`src/rtl/fetch_pkg.sv`:
```
// Shared definitions for the fetch-side instruction cache.
// No logic; constants, address-field helpers and the fill FSM state type.
// Field widths are derived from the cache geometry parameters of the user.
package fetch_pkg;

  localparam int INSTR_W    = 32;
  localparam int ADDR_W     = 32;
  localparam int BYTE_OFF_W = 2;

  typedef enum logic [1:0] {
    IDLE = 2'd0,
    REQ  = 2'd1,
    FILL = 2'd2,
    DONE = 2'd3
  } fill_state_t;

  // Bits selecting a word within a line.
  function automatic int word_w(input int words_per_line);
    return $clog2(words_per_line);
  endfunction

  // Bits selecting a line.
  function automatic int idx_w(input int lines);
    return $clog2(lines);
  endfunction

  // Remaining upper address bits form the tag.
  function automatic int tag_w(input int lines, input int words_per_line);
    return ADDR_W - BYTE_OFF_W - $clog2(words_per_line) - $clog2(lines);
  endfunction

endpackage

```
`src/rtl/icache_array.sv`:
```
// Tag, valid and data storage for the direct-mapped instruction cache.
// Reads are combinational; word, tag and invalidate writes land at the next posedge.
// No backpressure: every write request is accepted in the cycle it is presented.
module icache_array
  import fetch_pkg::*;
#(
  parameter int LINES          = 16,
  parameter int WORDS_PER_LINE = 4,
  parameter int IDX_W          = $clog2(LINES),
  parameter int WORD_W         = $clog2(WORDS_PER_LINE),
  parameter int TAG_W          = ADDR_W - BYTE_OFF_W - WORD_W - IDX_W
) (
  input  logic               Clk,
  input  logic               Rst,
  input  logic [IDX_W-1:0]   RdIdx,
  input  logic [WORD_W-1:0]  RdWord,
  output logic               RdValid,
  output logic [TAG_W-1:0]   RdTag,
  output logic [INSTR_W-1:0] RdData,
  input  logic               WordWe,
  input  logic [IDX_W-1:0]   WrIdx,
  input  logic [WORD_W-1:0]  WrWord,
  input  logic [INSTR_W-1:0] WrData,
  input  logic               TagWe,
  input  logic [IDX_W-1:0]   TagIdx,
  input  logic [TAG_W-1:0]   TagData,
  input  logic               InvalAll
);

  logic [LINES-1:0]   valid;
  logic [TAG_W-1:0]   tags [LINES];
  logic [INSTR_W-1:0] words [LINES][WORDS_PER_LINE];

  // Asynchronous read port feeding the same-cycle hit path.
  always_comb begin
    RdValid = valid[RdIdx];
    RdTag   = tags[RdIdx];
    RdData  = words[RdIdx][RdWord];
  end

  // Valid bits: invalidate-all wins over an install in the same cycle.
  always_ff @(posedge Clk) begin
    if (!Rst) begin
      valid <= '0;
    end else if (InvalAll) begin
      valid <= '0;
    end else if (TagWe) begin
      valid[TagIdx] <= 1'b1;
    end
  end

  // Tag storage is written only on install and is never reset.
  always_ff @(posedge Clk) begin
    if (TagWe) begin
      tags[TagIdx] <= TagData;
    end
  end

  // Data storage takes one fill beat per write and is never reset.
  always_ff @(posedge Clk) begin
    if (WordWe) begin
      words[WrIdx][WrWord] <= WrData;
    end
  end

endmodule

```
`src/rtl/icache_responder.sv`:
```
// Direct-mapped instruction cache answering fetch requests; fills lines from backing memory.
// Hits return Data in the same cycle; a miss costs detect + REQ + WORDS_PER_LINE beats + DONE.
// Imiss stalls fetch during miss/fill; MemReq holds until MemGnt, and fill beats may have gaps.
module icache_responder
  import fetch_pkg::*;
#(
  parameter int LINES          = 16,
  parameter int WORDS_PER_LINE = 4,
  parameter int MISS_CNT_W     = 16
) (
  input  logic                  Clk,
  input  logic                  Rst,
  input  logic                  En,
  input  logic [ADDR_W-1:0]     Addr,
  output logic [INSTR_W-1:0]    Data,
  output logic                  Imiss,
  input  logic                  Inval,
  output logic                  MemReq,
  output logic [ADDR_W-1:0]     MemAddr,
  input  logic                  MemGnt,
  input  logic                  MemValid,
  input  logic [INSTR_W-1:0]    MemData,
  output logic [MISS_CNT_W-1:0] MissCount
);

  localparam int WORD_W  = word_w(WORDS_PER_LINE);
  localparam int IDX_W   = idx_w(LINES);
  localparam int TAG_W   = tag_w(LINES, WORDS_PER_LINE);
  localparam int WORD_LO = BYTE_OFF_W;
  localparam int IDX_LO  = WORD_LO + WORD_W;
  localparam int TAG_LO  = IDX_LO + IDX_W;
  localparam logic [WORD_W-1:0] LAST_BEAT = WORD_W'(WORDS_PER_LINE - 1);

  fill_state_t        state;
  logic [WORD_W-1:0]  beat;
  logic               abort;

  logic [WORD_W-1:0]  addr_word;
  logic [IDX_W-1:0]   addr_idx;
  logic [TAG_W-1:0]   addr_tag;
  logic [IDX_W-1:0]   fill_idx;
  logic [TAG_W-1:0]   fill_tag;
  logic               rd_valid;
  logic [TAG_W-1:0]   rd_tag;
  logic               hit;
  logic               miss_req;
  logic               word_we;
  logic               tag_we;

  // Address split for the lookup and for the latched fill line.
  always_comb begin
    addr_word = Addr[IDX_LO-1:WORD_LO];
    addr_idx  = Addr[TAG_LO-1:IDX_LO];
    addr_tag  = Addr[ADDR_W-1:TAG_LO];
    fill_idx  = MemAddr[TAG_LO-1:IDX_LO];
    fill_tag  = MemAddr[ADDR_W-1:TAG_LO];
  end

  // Hit/miss and array write strobes; Imiss is combinational so a missed word is never captured.
  always_comb begin
    hit      = rd_valid && (rd_tag == addr_tag);
    miss_req = En && !hit;
    Imiss    = (state != IDLE) || miss_req;
    word_we  = (state == FILL) && MemValid;
    // An invalidate that lands in DONE also suppresses the install.
    tag_we   = (state == DONE) && !abort && !Inval;
  end

  icache_array #(
    .LINES          (LINES),
    .WORDS_PER_LINE (WORDS_PER_LINE),
    .IDX_W          (IDX_W),
    .WORD_W         (WORD_W),
    .TAG_W          (TAG_W)
  ) u_array (
    .Clk      (Clk),
    .Rst      (Rst),
    .RdIdx    (addr_idx),
    .RdWord   (addr_word),
    .RdValid  (rd_valid),
    .RdTag    (rd_tag),
    .RdData   (Data),
    .WordWe   (word_we),
    .WrIdx    (fill_idx),
    .WrWord   (beat),
    .WrData   (MemData),
    .TagWe    (tag_we),
    .TagIdx   (fill_idx),
    .TagData  (fill_tag),
    .InvalAll (Inval)
  );

  // Fill FSM with registered request, line address, beat counter, abort flag and miss counter.
  always_ff @(posedge Clk) begin
    if (!Rst) begin
      state     <= IDLE;
      MemReq    <= 1'b0;
      MemAddr   <= '0;
      beat      <= '0;
      abort     <= 1'b0;
      MissCount <= '0;
    end else begin
      case (state)
        IDLE: begin
          // An Inval seen here has already cleared valid, so the new line may install.
          if (miss_req) begin
            MemAddr <= {Addr[ADDR_W-1:IDX_LO], {IDX_LO{1'b0}}};
            MemReq  <= 1'b1;
            beat    <= '0;
            state   <= REQ;
            if (MissCount != {MISS_CNT_W{1'b1}}) begin
              MissCount <= MissCount + MISS_CNT_W'(1);
            end
          end
        end
        REQ: begin
          if (Inval) begin
            abort <= 1'b1;
          end
          if (MemGnt) begin
            MemReq <= 1'b0;
            state  <= FILL;
          end
        end
        FILL: begin
          if (Inval) begin
            abort <= 1'b1;
          end
          if (MemValid) begin
            // Wraps back to zero after the last beat, ready for the next fill.
            beat <= beat + WORD_W'(1);
            if (beat == LAST_BEAT) begin
              state <= DONE;
            end
          end
        end
        DONE: begin
          abort <= 1'b0;
          state <= IDLE;
        end
        default: begin
          state <= IDLE;
        end
      endcase
    end
  end

endmodule

```
`config.mk`:
```
export PLATFORM = sky130hd
export DESIGN_NAME = icache_responder
export DESIGN_NICKNAME = d
export VERILOG_FILES = /design/src/rtl/fetch_pkg.sv /design/src/rtl/icache_array.sv /design/src/rtl/icache_responder.sv
export SDC_FILE = /design/constraint.sdc
export NUM_CORES = 2
export LEC_CHECK = 0
export ABC_AREA = 1
export BUFFER_PORTS_ARGS = -buffer_cell sky130_fd_sc_hd__buf_2
export CORE_UTILIZATION = 40
export DETAILED_ROUTE_END_ITERATION = 16
export PLACE_DENSITY = 0.62
export SETUP_SLACK_MARGIN = 0.2
export SYNTH_ARGS = -nofsm -noshare
export SYNTH_HDL_FRONTEND = slang
export SYNTH_HIERARCHICAL = 1
export SYNTH_SLANG_ARGS = --single-unit
```
`constraint.sdc`:
```
create_clock -name Clk -period 4.5 [get_ports Clk]
set_clock_uncertainty 0.1 [all_clocks]
set_input_delay 0 -clock Clk [delete_from_list [all_inputs] [get_ports Clk]]
set_output_delay 0 -clock Clk [all_outputs]
set_load 0.01 [all_outputs]
```
==> metrics.txt <==
run status=finished clean; Seq cells post-synth=2498; initial antenna violation count=13; first-pass GRT wire length=419000 µm; Core ar.=251000 µm²; routability-driven placement congestion ratio=0.804; clock sinks=2498; share of layout cells above drive strength 1=0.0878; Fillers=22300; CTS tree=done; cell with the most instances after synthesis=edfxtp_1; gr usage total=0.219; worst min-delay path class=input port to flip-flop; Max-Cap Viols=0; Period minus WS final=4.18 ns; CP required=4.40 ns; post-CTS setup buffer count=0; DR WL/cell=24.0 µm; final setup violation count=0; worst slack, placed=about 0.74 ns; Rel. slew slack=0.136; Setup crit end kind=output pin; Clock Path Buffers=3; IO Count=152; RSZ-0062 raised after global routing=false; drt via density=5.61; maximum vdd drop=412 µV; final worst slack=0.321 ns; Async S/R FF share, synth=0; Worst EP arrival=4.08 ns; Initial Utilization=0.402; Slew @ Worst Pin=1.29 ns; main flop type after synthesis=edfxtp_1; synth warn=6; DRC errors left=0; Seq/Total Area, Yosys=0.737; die area=between 200000 and 300000 µm²; via count=67500; Port Buffers=roughly 150; Cell Area, Synth=101000 µm²; top cell type by total area after synthesis=edfxtp_1; Power Density=about 430 nW/µm²; CTS buffer count=238; cells after synthesis=8344; largest net degree at the start of global routing=227; GRT overflow=0; Clock transition at path regs=0.06 ns; row count=184; top cells by count, synth=2432 x edfxtp_1, 2429 x nand2_1, 1949 x nand3_1, 382 x nor2_1, 250 x buf_2; Die X=approximately 500 µm; top cell type's share of synthesized area=0.724; area grow syn2layout=12.7%; nets=~8600; DRT Pass-1 Iters=7; Setup crit start kind=input port; number of global-route vias before repair=approximately 64000; Max FO, Critical Path=149; Post-DRT Antenna Nets=0; Fin. Hold Viols=0; Clock H-tree levels=4; die height=504 µm; R2R Setup Slk=0.58 ns; final WL=289000 µm; Post-synth EDFFs=2432; Avg Cell Area, Syn=12.1 µm²; Detail Placement HPWL=142000 µm; initial DRC count=9186; Setup TNS Final=0 ns; Final Cycle Share=0.929; Root Buffer Master=clkbuf_16; Final Slew Violations=0; crit path kind=input port to output pin; highest clock rate=0.239 GHz; leakage power=0.0393 µW; synth unique cells=36; largest cells by area after synthesis=edfxtp_1 72%, nand3_1 9.7%, nand2_1 9.0%, nor2_1 1.4%, dfxtp_1 1.3%; Worst-Skew Late Latency=0.88 ns; fin util=0.453
layer usage:
metal / global-route usage / share of wire / vias up
met5: 0 / 0.000080 / -
met4: 0.0687 / 0.029 / 4
met3: 0.0373 / 0.097 / 492
met2: 0.350 / 0.46 / 3476
met1: 0.306 / 0.41 / 33500
li1: - / - / 30000
cell type report:
cell class / instances / area [µm²] / area share
repair buffers: 446 / 3770 / 0.0332
multi-input cells: 5222 / 23800 / 0.209
diodes: 6 / 15.0 / 0.000132
clock buffers: 300 / 6240 / 0.0548
repair inverters: 1 / 11.3 / 0.0000990
clock inverters: 139 / 1120 / 0.00982
inverters: 73 / 335 / 0.00295
flip-flops and latches: 2498 / 74400 / 0.653
well taps: 3348 / 4190 / 0.0368
power by group:
part | switching (µW) | internal (µW)
Combinational | 2730 | 984
Sequential | 307 | 25800
Clock | 8690 | 10300
worst max-delay path, cell delays in order:
cell and delay (ns):
dlygate4sd3_1 0.58, buf_12 0.29, buf_12 0.59, buf_4 0.90, nand3_1 0.17, nand3_1 0.15, nand3_1 0.13, nand3_1 0.30
nand2_1 0.23, nand2_1 0.10, nand2_1 0.20, buf_2 0.22
worst paths after layout:
path         cells after the start                 from               end
max                             12              Addr[5]          Data[30]
max reg2reg                     20  u_array/tags[2][12]          state[1]
min reg2reg                      2     u_array/valid[9]  u_array/valid[9]
min                              6               MemGnt          state[0]
what timing repair did:
| item | 4_1_cts | 5_1_grt |
|---|---|---|
| resized for setup | 0 | 14 |
| endpoints found under the hold margin | 2114 | 0 |
| hold buffers | 115 | 0 |
| setup endpoints to repair | 0 | 32 |
flip-flops by register name (all words and copies together), names as in the netlist:
| signal | cells |
|---|---|
| abort | 1 |
| u_array/tags | 384 |
| beat | 2 |
| u_array/words | 2048 |
| MissCount | 16 |
| MemAddr | 28 |
| u_array/valid | 16 |
| MemReq | 1 |
| state | 2 |
layout by cell type, fill, tap and decap left out, drive strengths merged:
| cell type | n |
|---|---|
| conb | 4 |
| nand3 | 1949 |
| o211ai | 19 |
| bufinv | 9 |
| buf | 328 |
| or2 | 1 |
| clkinv | 128 |
| a21oi | 46 |
| ha | 6 |
| nor3 | 5 |
| xnor2 | 8 |
| edfxtp | 2432 |
| nand2 | 2432 |
| nor3b | 1 |
| o21ai | 239 |
| o221ai | 44 |
| clkinvlp | 3 |
| o21ba | 2 |
| a21boi | 1 |
| nand4 | 19 |
| o22ai | 53 |
| dlymetal6s4s | 1 |
| clkbuf | 303 |
| dfxtp | 66 |
| dlygate4sd3 | 114 |
| xor2 | 10 |
| inv | 73 |
| nor2 | 383 |
| diode | 6 |
per-stage QoR:
step | hold slack [ns] | total power [µW] | cell area (µm²) | cells
floorplan | -0.00113 | 28500 | 101000 | 8347
global placement | 0.203 | 30000 | 105000 | 11500
detailed placement | 0.198 | 30100 | 105000 | 11500
CTS | 0.0488 | 49000 | 114000 | 12000
global route | 0.0950 | 50300 | 114000 | 12000
finish | 0.101 | 48800 | 114000 | 12000
cell families after synthesis:
| group | synth area share |
|---|---|
| XOR/XNOR | 0.00156 |
| AND/OR/NAND/NOR | 0.203 |
| other | 0.0000372 |
| AO/OA/AOI/OAI | 0.0233 |
| flip-flops | 0.737 |
| buffers and inverters | 0.0343 |
| adder cells (fa/ha/maj) | 0.000744 |
(Power assumes the default switching activity.)
